$ cat config.mk
export PLATFORM = sky130hd
export DESIGN_NAME = barrier_state_lut
export DESIGN_NICKNAME = d
export VERILOG_FILES = /design/src/rtl/barrier_state_lut.sv
export SDC_FILE = /design/constraint.sdc
export NUM_CORES = 1
export LEC_CHECK = 0
export CORE_MARGIN = 1.5
export CORE_UTILIZATION = 65
export DETAILED_ROUTE_END_ITERATION = 10
export PLACE_DENSITY = 0.88
export SYNTH_ARGS = -nofsm -noshare
export SYNTH_HDL_FRONTEND = slang
export SYNTH_HIERARCHICAL = 1
export SYNTH_SLANG_ARGS = --single-unit
$ cat constraint.sdc
create_clock -name clk -period 4.3 [get_ports clk]
set_input_delay 0.645 -clock clk [delete_from_list [all_inputs] [get_ports clk]]
set_output_delay 0.645 -clock clk [all_outputs]
set_load 0.01 [all_outputs]
$ cat src/rtl/barrier_state_lut.sv
// Associative communicator-ID -> barrier-state table with parallel compare, release and occupancy tracking.
// Optional saturating hit/miss/full counters are enabled by defining BARRIER_LUT_STATS_EN.

module barrier_lut_cmp #(
    parameter int KEY_WIDTH = 16
) (
    input  logic                 valid,
    input  logic [KEY_WIDTH-1:0] entry_key,
    input  logic [KEY_WIDTH-1:0] key,
    output logic                 match,
    output logic                 free
);
    assign match = valid && (entry_key == key);
    assign free  = !valid;
endmodule

module barrier_state_lut #(
    parameter int KEY_WIDTH      = 16,
    parameter int STATE_WIDTH    = 3,
    parameter int LUT_DEPTH_BITS = 4,
    parameter int LUT_DEPTH      = 2**LUT_DEPTH_BITS
) (
    input  logic                      clk,
    input  logic                      reset,
    input  logic                      lookup_req,
    input  logic [KEY_WIDTH-1:0]      lookup_key,
    input  logic [STATE_WIDTH-1:0]    state_in,
    output logic                      lookup_ack,
    output logic [STATE_WIDTH-1:0]    state_out,
    output logic                      lut_hit,
    output logic                      lut_miss,
    output logic                      lut_full,
    output logic                      ready,
`ifdef BARRIER_LUT_STATS_EN
    output logic [31:0]               hit_count,
    output logic [31:0]               miss_count,
    output logic [31:0]               full_count,
`endif
    output logic [LUT_DEPTH_BITS:0]   occupancy
);
    typedef enum logic [1:0] {S_INIT, S_IDLE, S_COMPARE, S_RESOLVE} state_t;

    typedef struct packed {
        logic [KEY_WIDTH-1:0]   key;
        logic [STATE_WIDTH-1:0] st;
    } req_t;

    typedef struct packed {
        logic                      match;
        logic [LUT_DEPTH_BITS-1:0] match_idx;
        logic                      free;
        logic [LUT_DEPTH_BITS-1:0] free_idx;
    } cmp_t;

    localparam logic [LUT_DEPTH_BITS-1:0] LAST_IDX = LUT_DEPTH_BITS'(LUT_DEPTH - 1);
    localparam logic [LUT_DEPTH_BITS:0]   OCC_MAX  = (LUT_DEPTH_BITS + 1)'(LUT_DEPTH);
    localparam logic [STATE_WIDTH-1:0]    ST_REL   = {STATE_WIDTH{1'b1}};

    state_t state_q, state_d;
    req_t   req_q;
    cmp_t   cmp_q, cmp_d;

    logic [LUT_DEPTH_BITS-1:0]                 init_idx;
    logic [LUT_DEPTH-1:0][KEY_WIDTH-1:0]       key_mem;
    logic [LUT_DEPTH-1:0][STATE_WIDTH-1:0]     state_mem;
    logic [LUT_DEPTH-1:0]                      valid;
    logic [LUT_DEPTH-1:0]                      match_vec;
    logic [LUT_DEPTH-1:0]                      free_vec;

    logic accept, in_resolve, is_read, is_rel, is_write;
    logic do_update, do_alloc, do_release, do_full;
    logic [STATE_WIDTH-1:0] stored_st;

    genvar g;
    generate
        for (g = 0; g < LUT_DEPTH; g++) begin : g_cmp
            barrier_lut_cmp #(.KEY_WIDTH(KEY_WIDTH)) u_cmp (
                .valid     (valid[g]),
                .entry_key (key_mem[g]),
                .key       (req_q.key),
                .match     (match_vec[g]),
                .free      (free_vec[g])
            );
        end
    endgenerate

    // Scanning from the top down leaves the lowest set index in each encoder.
    always_comb begin
        cmp_d = '0;
        for (int i = LUT_DEPTH - 1; i >= 0; i--) begin
            if (match_vec[i]) begin
                cmp_d.match     = 1'b1;
                cmp_d.match_idx = LUT_DEPTH_BITS'(i);
            end
            if (free_vec[i]) begin
                cmp_d.free     = 1'b1;
                cmp_d.free_idx = LUT_DEPTH_BITS'(i);
            end
        end
    end

    assign accept     = (state_q == S_IDLE) && lookup_req && !lookup_ack && ready;
    assign in_resolve = (state_q == S_RESOLVE);
    assign is_read    = (req_q.st == '0);
    assign is_rel     = (req_q.st == ST_REL);
    assign is_write   = !is_read && !is_rel;
    assign stored_st  = state_mem[cmp_q.match_idx];

    assign do_update  = in_resolve && cmp_q.match && is_write && (stored_st != req_q.st);
    assign do_release = in_resolve && cmp_q.match && is_rel;
    assign do_alloc   = in_resolve && !cmp_q.match && is_write && cmp_q.free;
    assign do_full    = in_resolve && !cmp_q.match && is_write && !cmp_q.free;

    always_ff @(posedge clk) begin
        if (reset) state_q <= S_INIT;
        else       state_q <= state_d;
    end

    always_comb begin
        state_d = state_q;
        case (state_q)
            S_INIT:    if (init_idx == LAST_IDX) state_d = S_IDLE;
            S_IDLE:    if (accept) state_d = S_COMPARE;
            S_COMPARE: state_d = S_RESOLVE;
            S_RESOLVE: state_d = S_IDLE;
            default:   state_d = S_INIT;
        endcase
    end

    always_ff @(posedge clk) begin
        if (reset) begin
            init_idx   <= '0;
            ready      <= 1'b0;
            req_q      <= '0;
            cmp_q      <= '0;
            lookup_ack <= 1'b0;
            state_out  <= '0;
            lut_hit    <= 1'b0;
            lut_miss   <= 1'b0;
            lut_full   <= 1'b0;
            occupancy  <= '0;
        end else begin
            lut_hit  <= 1'b0;
            lut_miss <= 1'b0;
            lut_full <= 1'b0;
            if (state_q == S_INIT) begin
                init_idx <= init_idx + 1'b1;
                if (init_idx == LAST_IDX) ready <= 1'b1;
            end
            if (accept) req_q <= '{key: lookup_key, st: state_in};
            if (state_q == S_COMPARE) cmp_q <= cmp_d;
            if (in_resolve) begin
                lookup_ack <= 1'b1;
                lut_hit    <= cmp_q.match;
                lut_miss   <= !cmp_q.match;
                lut_full   <= do_full;
                state_out  <= cmp_q.match ? stored_st : '0;
            end else if (!lookup_req) begin
                lookup_ack <= 1'b0;
            end
            if (do_alloc && occupancy < OCC_MAX)
                occupancy <= occupancy + 1'b1;
            else if (do_release && occupancy != '0)
                occupancy <= occupancy - 1'b1;
        end
    end

    // Table storage; only the valid bits need clearing, done by the INIT sweep.
    always_ff @(posedge clk) begin
        if (!reset) begin
            if (state_q == S_INIT) valid[init_idx] <= 1'b0;
            if (do_release) valid[cmp_q.match_idx] <= 1'b0;
            if (do_update) state_mem[cmp_q.match_idx] <= req_q.st;
            if (do_alloc) begin
                valid[cmp_q.free_idx]     <= 1'b1;
                key_mem[cmp_q.free_idx]   <= req_q.key;
                state_mem[cmp_q.free_idx] <= req_q.st;
            end
        end
    end

`ifdef BARRIER_LUT_STATS_EN
    always_ff @(posedge clk) begin
        if (reset) begin
            hit_count  <= '0;
            miss_count <= '0;
            full_count <= '0;
        end else begin
            if (lut_hit  && hit_count  != '1) hit_count  <= hit_count  + 1'b1;
            if (lut_miss && miss_count != '1) miss_count <= miss_count + 1'b1;
            if (lut_full && full_count != '1) full_count <= full_count + 1'b1;
        end
    end
`endif

endmodule

Word level (Yosys, flattened, before mapping)
Cells that the tools add are included.
{"block": "totals", "ff_bits": 368, "input_bits": 22, "output_inout_bits": 13, "wordCells": 201}
{"block": "op_classes", "add_sub_neg": 3, "magnitude_cmp": 7, "n_eq_ne": 25, "n_mux": 65, "n_bitwise": 7, "reduce_logical": 46}
{"cell": "bitwise mux 256 bit", "n": 1}
{"cell": "== test 16 bit", "n": 16}
{"cell": "two-way mux 5 bit", "n": 34}
{"cell": "two-way mux 48 bit", "n": 3}
{"cell": "bitwise mux 48 bit", "n": 2}
{"cell": "two-way mux 16 bit", "n": 6}
{"cell": "demux 16 bit (select 4 bit)", "n": 1}
{"cell": "logical AND 1 bit", "n": 33}
{"cell": "AND 16 bit", "n": 2}
{"cell": "inverter 16 bit", "n": 2}
{"cell": "demux 3 bit (select 4 bit)", "n": 2}
{"cell": "bitwise OR 16 bit", "n": 1}
{"cell": "less-than comparator 4 x 5 -> 1 bit, second input constant", "n": 3}
{"cell": "binary-select mux 3 bit (select 4 bit)", "n": 1}
{"cell": "demux 1 bit (select 4 bit)", "n": 3}
{"cell": "greater-or-equal comparator 4 x 1 -> 1 bit, second input constant", "n": 3}
{"cell": "two-way mux 3 bit", "n": 4}
{"cell": "one-hot mux 2 bit (4 select lines)", "n": 1}
{"cell": "AND reduction 2 bit", "n": 3}
{"cell": "adder 5 x 1 -> 5 bit, second input constant", "n": 1}
{"cell": "logical NOT 1 bit", "n": 5}
{"cell": "less-than comparator 5 bit, second input constant", "n": 1}
{"cell": "two-way mux 1 bit", "n": 5}
{"cell": "nonzero test 5 bit", "n": 1}
{"cell": "other kinds (15)", "n": 19}

Longest topological paths before layout
{"block": "depth", "depth_word": 18, "mapped_depth": 12}

Cells and area by module
The synthesis kept the hierarchy.
{"mod": "barrier_state_lut", "n_inst": 1, "cells_per_inst": 796, "area_each_um2": 13661.9}
{"mod": "barrier_lut_cmp", "n_inst": 16, "cells_per_inst": 23, "area_each_um2": 183.9}

Worst setup path before layout
No wires, ideal clock.
{"block": "synth_timing", "kind": "register to register", "start": "reg req_q[17] (netlist name)", "end": "reg cmp_q[5] (netlist name)", "setup_ns": 0.070, "t_arrival_ns": 2.691, "t_required_ns": 4.230, "slack_ns": 1.539, "path_stages_with_launch": 12, "n_path_buf": 0, "path_cell_list": "dfxtp_1 xor2_1 nor4_1 nand4_1 nor3_2 nor2b_1 o21bai_1 a21oi_1 o21ai_0 a211o_1 a211o_1 a21oi_1"}
{"block": "synth_between", "elab_chain_len": 18, "word_cells_on_any_way": 48, "classes_between": "eq/ne (16); mux (16); reduce/logical (16)"}
{"item": "start: declaration", "line_no": "60", "rtl": "req_t req_q;"}
{"item": "start signal: assignment", "line_no": "150", "rtl": "if (accept) req_q <= '{key: lookup_key, st: state_in};"}
{"item": "== test 16 bit", "line_no": "13", "rtl": "assign match = valid && (entry_key == key);"}
{"item": "logical AND 1 bit", "line_no": "13"}
{"item": "via match_vec[15]", "line_no": "67", "rtl": "logic [LUT_DEPTH-1:0] match_vec;"}
{"item": "two-way mux 5 bit (16 in series)", "line_no": "91", "rtl": "if (match_vec[i]) begin"}
{"item": "end signal: assignment", "line_no": "151", "rtl": "if (state_q == S_COMPARE) cmp_q <= cmp_d;"}
{"item": "end: declaration", "line_no": "61", "rtl": "cmp_t cmp_q, cmp_d;"}
The timed path passes the listed nets, and every way through them passes these cells.
A chain may end at the register's enable or synchronous reset.

Worst setup path after layout
{"block": "layout_timing", "start": "reg cmp_q[5] (netlist name)", "end": "reg state_mem[17] (netlist name), data pin"}
{"block": "layout_between", "elab_chain_len": 9, "word_cells_on_any_way": 14, "classes_between": "order compare (2); eq/ne (1); mux (9); reduce/logical (2)"}
{"item": "less-than comparator 4 x 5 -> 1 bit (not written as such) / greater-or-equal comparator 4 x 1 -> 1 bit (equally long branches)", "line_no": "173", "rtl": "if (do_update) state_mem[cmp_q.match_idx] <= req_q.st;"}
{"item": "logical AND 1 bit (not written as such)", "line_no": "173"}
{"item": "two-way mux 3 bit (not written as such)", "line_no": "173"}
{"item": "demux 3 bit (select 4 bit)", "line_no": "173"}
{"item": "bitwise mux 48 bit", "line_no": "173"}
{"item": "two-way mux 48 bit (*)", "line_no": "173"}
{"item": "two-way mux 48 bit (*)", "line_no": "170", "rtl": "if (!reset) begin"}
{"item": "bitwise mux 48 bit", "line_no": "177", "rtl": "state_mem[cmp_q.free_idx] <= req_q.st;"}
{"item": "two-way mux 48 bit (*)", "line_no": "174", "rtl": "if (do_alloc) begin"}
{"item": "end signal: indexed assignment", "line_no": "173"}
{"item": "end signal: indexed assignment", "line_no": "177"}
{"item": "end: declaration", "line_no": "65", "rtl": "logic [LUT_DEPTH-1:0][STATE_WIDTH-1:0] state_mem;"}
Every way passes the cells marked *; elsewhere a longest branch is shown, timed or not. The select of a mux whose other input is x is not followed.

==> flow_summary_export.csv <==
group,metric,value,unit
status,status,"completed",
sta,holdWs,0.5047,ns
routing,via_per_inst,6.201,
sta,period_share,0.8061,
die,rows,58,
power_and_ir_drop,power.internal,0.005948,W
synth,yosysSeqAreaShare,0.6366,
synth,syn-num-nets,1199,
worst_setup_path,critPathRequiredTime,4.57,ns
routing,drc_errors,0,
worst_setup_path,path_cells,"mux4_1 -> mux2i_1 -> mux2_2 -> xor2_1 -> a31oi_1 -> a22oi_2 -> mux2_2",
cts,cts_tree,"built",
min_path,min_to,"state_out[2]$_SDFFE_PP0N_",
flow_run,maxCapViolations,0,
die,initial_core_util,0.6613,
place,dp.cells,1541,
die,die_y,162.8,µm
synth,syn_area,16600,µm²
final_layout,fin_util,0.7450,
global_routing,antenna_found_initial,0,
sta,max_freq,0.2885,GHz
sta,setup_viol,0,
worst_setup_path,r2r_end,"state_mem[17]$_DFFE_PN_",
worst_setup_path,max_stage_delay,0.87,ns
worst_setup_path,worstPathArrival,3.73,ns
cts,ctsHoldBuffers,0,
die,ios,35,
worst_setup_path,r2r_cells,7,
final_layout,fill_cells,1462,
synth,ys.flop_type,"edfxtp_1",
worst_setup_path,worstSetupEndpointType,"flip-flop",
global_routing,grt_max_degree,59,
worst_setup_path,path_max_fanout,19,
power_and_ir_drop,power,0.007467,W
synth,synth_top_area_frac,0.5787,
synth,syn_inst,1164,
place,place_hpwl,22.54,mm
power_and_ir_drop,combPwrFrac,0.036,
sta,hold_violations,0,
synth,synth_area_leader_cell,"edfxtp_1",
die,core-area,25110,µm²
worst_setup_path,cp-start-kind,"flip-flop",
place,gp_congestion,0.9388,
worst_setup_path,r2r_slack,0.83,ns
cts,cts-buffers-inserted,37,
worst_setup_path,critPathBufInv,0,
cts,cts_buffer_depth,3,
final_layout,final_nets,1285,
synth,yosysUniqueCellTypes,56,
cts,cts_sinks,368,
min_path,hold_depth,2,
die,die_x,162.8,µm
cts,clockRootBuffer,"clkbuf_16",
sta,slew_viol_final,0,
power_and_ir_drop,switching_share,0.2034,
die,die-area,26510,µm²
global_routing,grt_first_pass_wirelength,56.09,mm
routing,wire_per_inst,21.85,µm
sta,worst_pin_slew,1.060,ns
power_and_ir_drop,p_per_area,399.2,nW/µm²
synth,yosys_warnings,6,
routing,drt_iter0_drc,1013,
synth,synth_enable_flop_cells,320,
min_path,min_from,"state_out[2]$_SDFFE_PP0N_",
routing,wirelength,35.16,mm
worst_setup_path,reg2reg_from,"cmp_q[5]$_SDFFE_PP0N_",
global_routing,grt_overflow,0,
worst_setup_path,crit_slowest_cell,"dfxtp_1",
power_and_ir_drop,vdd_drop_max,0.3404,mV
global_routing,track_usage,0.2761,
global_routing,grt_pass1_vias,10160,
place,portBuffers,34,
sta,slew-limit-headroom,0.2920,
cts,post_cts_buffers,0,
synth,async_flop_share,0,
cts,worstSkewPairLatency,0.52,ns
synth,synth_area_leaders,"edfxtp_1 (58%), xor2_1 (14%), dfxtp_1 (5.8%)",
cts,clk_pin_slew,0.06,ns
final_layout,layout-drive-gt1-share,0.1532,
routing,dr.pass1.iters,8,
worst_setup_path,crit_type,"flip-flop to flip-flop",
final_layout,n_antenna_cell,0,
cts,cts_resized,0,
power_and_ir_drop,p_sw,0.001518,W
sta,fin_skew,0.01926,ns
final_layout,syn_to_final_growth,12.65,%
sta,tns,0,ns
routing,via_count,9977,
power_and_ir_drop,clkPwrFrac,0.434,
worst_setup_path,crit_top_cell,"mux2_2",
synth,ys_seq_elements,368,
final_layout,layoutNonFillerInstCount,1609,
min_path,worstHoldPathType,"flip-flop to flip-flop",
routing,drtAntennaViolNets,0,
sta,grt_setup_unrepaired,"false",
synth,syn_area_per_cell,14.27,µm²
cts,htreeDepth,2,
sta,fin_crit,3.466,ns
power_and_ir_drop,leakagePower,7.118,nW
worst_setup_path,crit_family,"multiplexers",
power_and_ir_drop,p_seq_frac,0.530,
stage by stage:
step                cell area, µm²  setup WS (ns)
floorplan                    16600          1.539
global placement             17480          1.054
detailed placement           17480         0.9400
CTS                          18710         0.9042
global route                 18710         0.7246
finish                       18710         0.8337
flip-flops by register name (all words and copies together), names as in the netlist:
signal and count:
cmp_q 10, init_idx 4, key_mem 256, lookup_ack 1, lut_full 1, lut_hit 1
lut_miss 1, occupancy 5, ready 1, req_q 19, state_mem 48, state_out 3
state_q 2, valid 16
power by group through the flow:
stage | Sequential (W) | Clock (W) | Combinational, W
floorplan | 0.00401 | 0 | 0.000187
detailed placement | 0.00403 | 0 | 0.000260
CTS | 0.00395 | 0.00326 | 0.000266
finish | 0.00396 | 0.00324 | 0.000271
global route | 0.00396 | 0.00341 | 0.000298
global placement | 0.00402 | 0 | 0.000246
layout make-up:
| class | instances | area [µm²] | share of cell area |
|---|---|---|---|
| clock buffers | 50 | 1037 | 0.05545 |
| multi-input cells | 738 | 5715 | 0.3056 |
| well taps | 330 | 412.9 | 0.02207 |
| flip-flops and latches | 368 | 10590 | 0.5661 |
| clock inverters | 18 | 190.2 | 0.01017 |
| inverters | 32 | 120.1 | 0.006421 |
| repair buffers | 73 | 640.6 | 0.03425 |
how the worst max path moves through the flow:
stage                            from                      end  slack [ns]  depth (start not counted)
6_report        cmp_q[5]$_SDFFE_PP0N_  state_mem[17]$_DFFE_PN_        0.83                          7
2_1_floorplan  req_q[17]$_SDFFE_PP0P_    cmp_q[5]$_SDFFE_PP0N_        1.54                         11
3_5_place_dp    cmp_q[5]$_SDFFE_PP0N_   state_mem[4]$_DFFE_PN_        0.94                          7
4_1_cts         cmp_q[5]$_SDFFE_PP0N_  state_mem[17]$_DFFE_PN_        0.90                          7
3_3_place_gp    cmp_q[5]$_SDFFE_PP0N_   state_mem[3]$_DFFE_PN_        1.05                          7
5_1_grt         cmp_q[5]$_SDFFE_PP0N_  state_mem[17]$_DFFE_PN_        0.72                          7
layer usage:
layer  up-vias  part of all wire  wire length (µm)  global-route usage
li1       4470                 -                 -                   -
met1      4902              0.40             13990              0.3727
met2       510              0.49             17070              0.4515
met3        95             0.083              2904             0.04686
met4         0             0.034              1182              0.1080
met5         -                 0                 0                   0
cells in the mapped netlist (3+ instances only):
library cell    n
buf_1           3
xor2_1        259
nor3_1         19
and3_1          4
o21ai_0         5
a22oi_2         3
o221ai_1       16
a31oi_1         4
o31ai_1         5
mux4_1         12
inv_1          31
xnor2_1         7
nor2_1         53
buf_2           3
nand3b_1        3
nor2b_1         8
a211o_1         4
clkbuf_8        6
mux2_2         49
nand2_1        84
nand3_1        12
ha_1           12
nor4_1         52
clkbuf_1        9
a21boi_2       12
a211oi_1        4
nor3_2         16
nand2b_1        4
a21oi_1        36
dfxtp_1        48
nor3b_1         3
edfxtp_1      320
nand4_1        21
mux2i_1        11
cells by family (layout without fill, tap and decap cells):
logic type / after synthesis / in the layout / share of synthesized area
AO/OA/AOI/OAI: 100 / 100 / 0.04499
XOR/XNOR: 266 / 266 / 0.1403
adder cells (fa/ha/maj): 13 / 13 / 0.01025
buffers and inverters: 58 / 173 / 0.01921
flip-flops: 368 / 368 / 0.6366
multiplexers: 72 / 72 / 0.05885
AND/OR/NAND/NOR: 287 / 287 / 0.08982
worst min-delay path, cell delays in order, from the launching register on:
cell	delay, ns
dfxtp_1	0.34
nand2_1	0.07
o31ai_1	0.05
placed cells by master, fill, tap and decap left out, drive strengths merged, types with 4 or more instances in the layout:
master / count
edfxtp: 320
o221ai: 16
nor3: 35
a211o: 4
xor2: 259
mux2i: 11
ha: 12
nor2: 53
clkinv: 13
o21ai: 5
nand4: 21
a21boi: 12
clkdlybuf4s50: 33
nor4: 52
nand3: 12
o31ai: 5
bufinv: 4
a31oi: 4
nand2: 84
mux4: 12
buf: 40
mux2: 49
nor2b: 8
a21oi: 36
clkbuf: 50
a211oi: 4
dfxtp: 48
xnor2: 7
and3: 4
nand2b: 4
a22oi: 4
inv: 32
(Power assumes the default switching activity.)
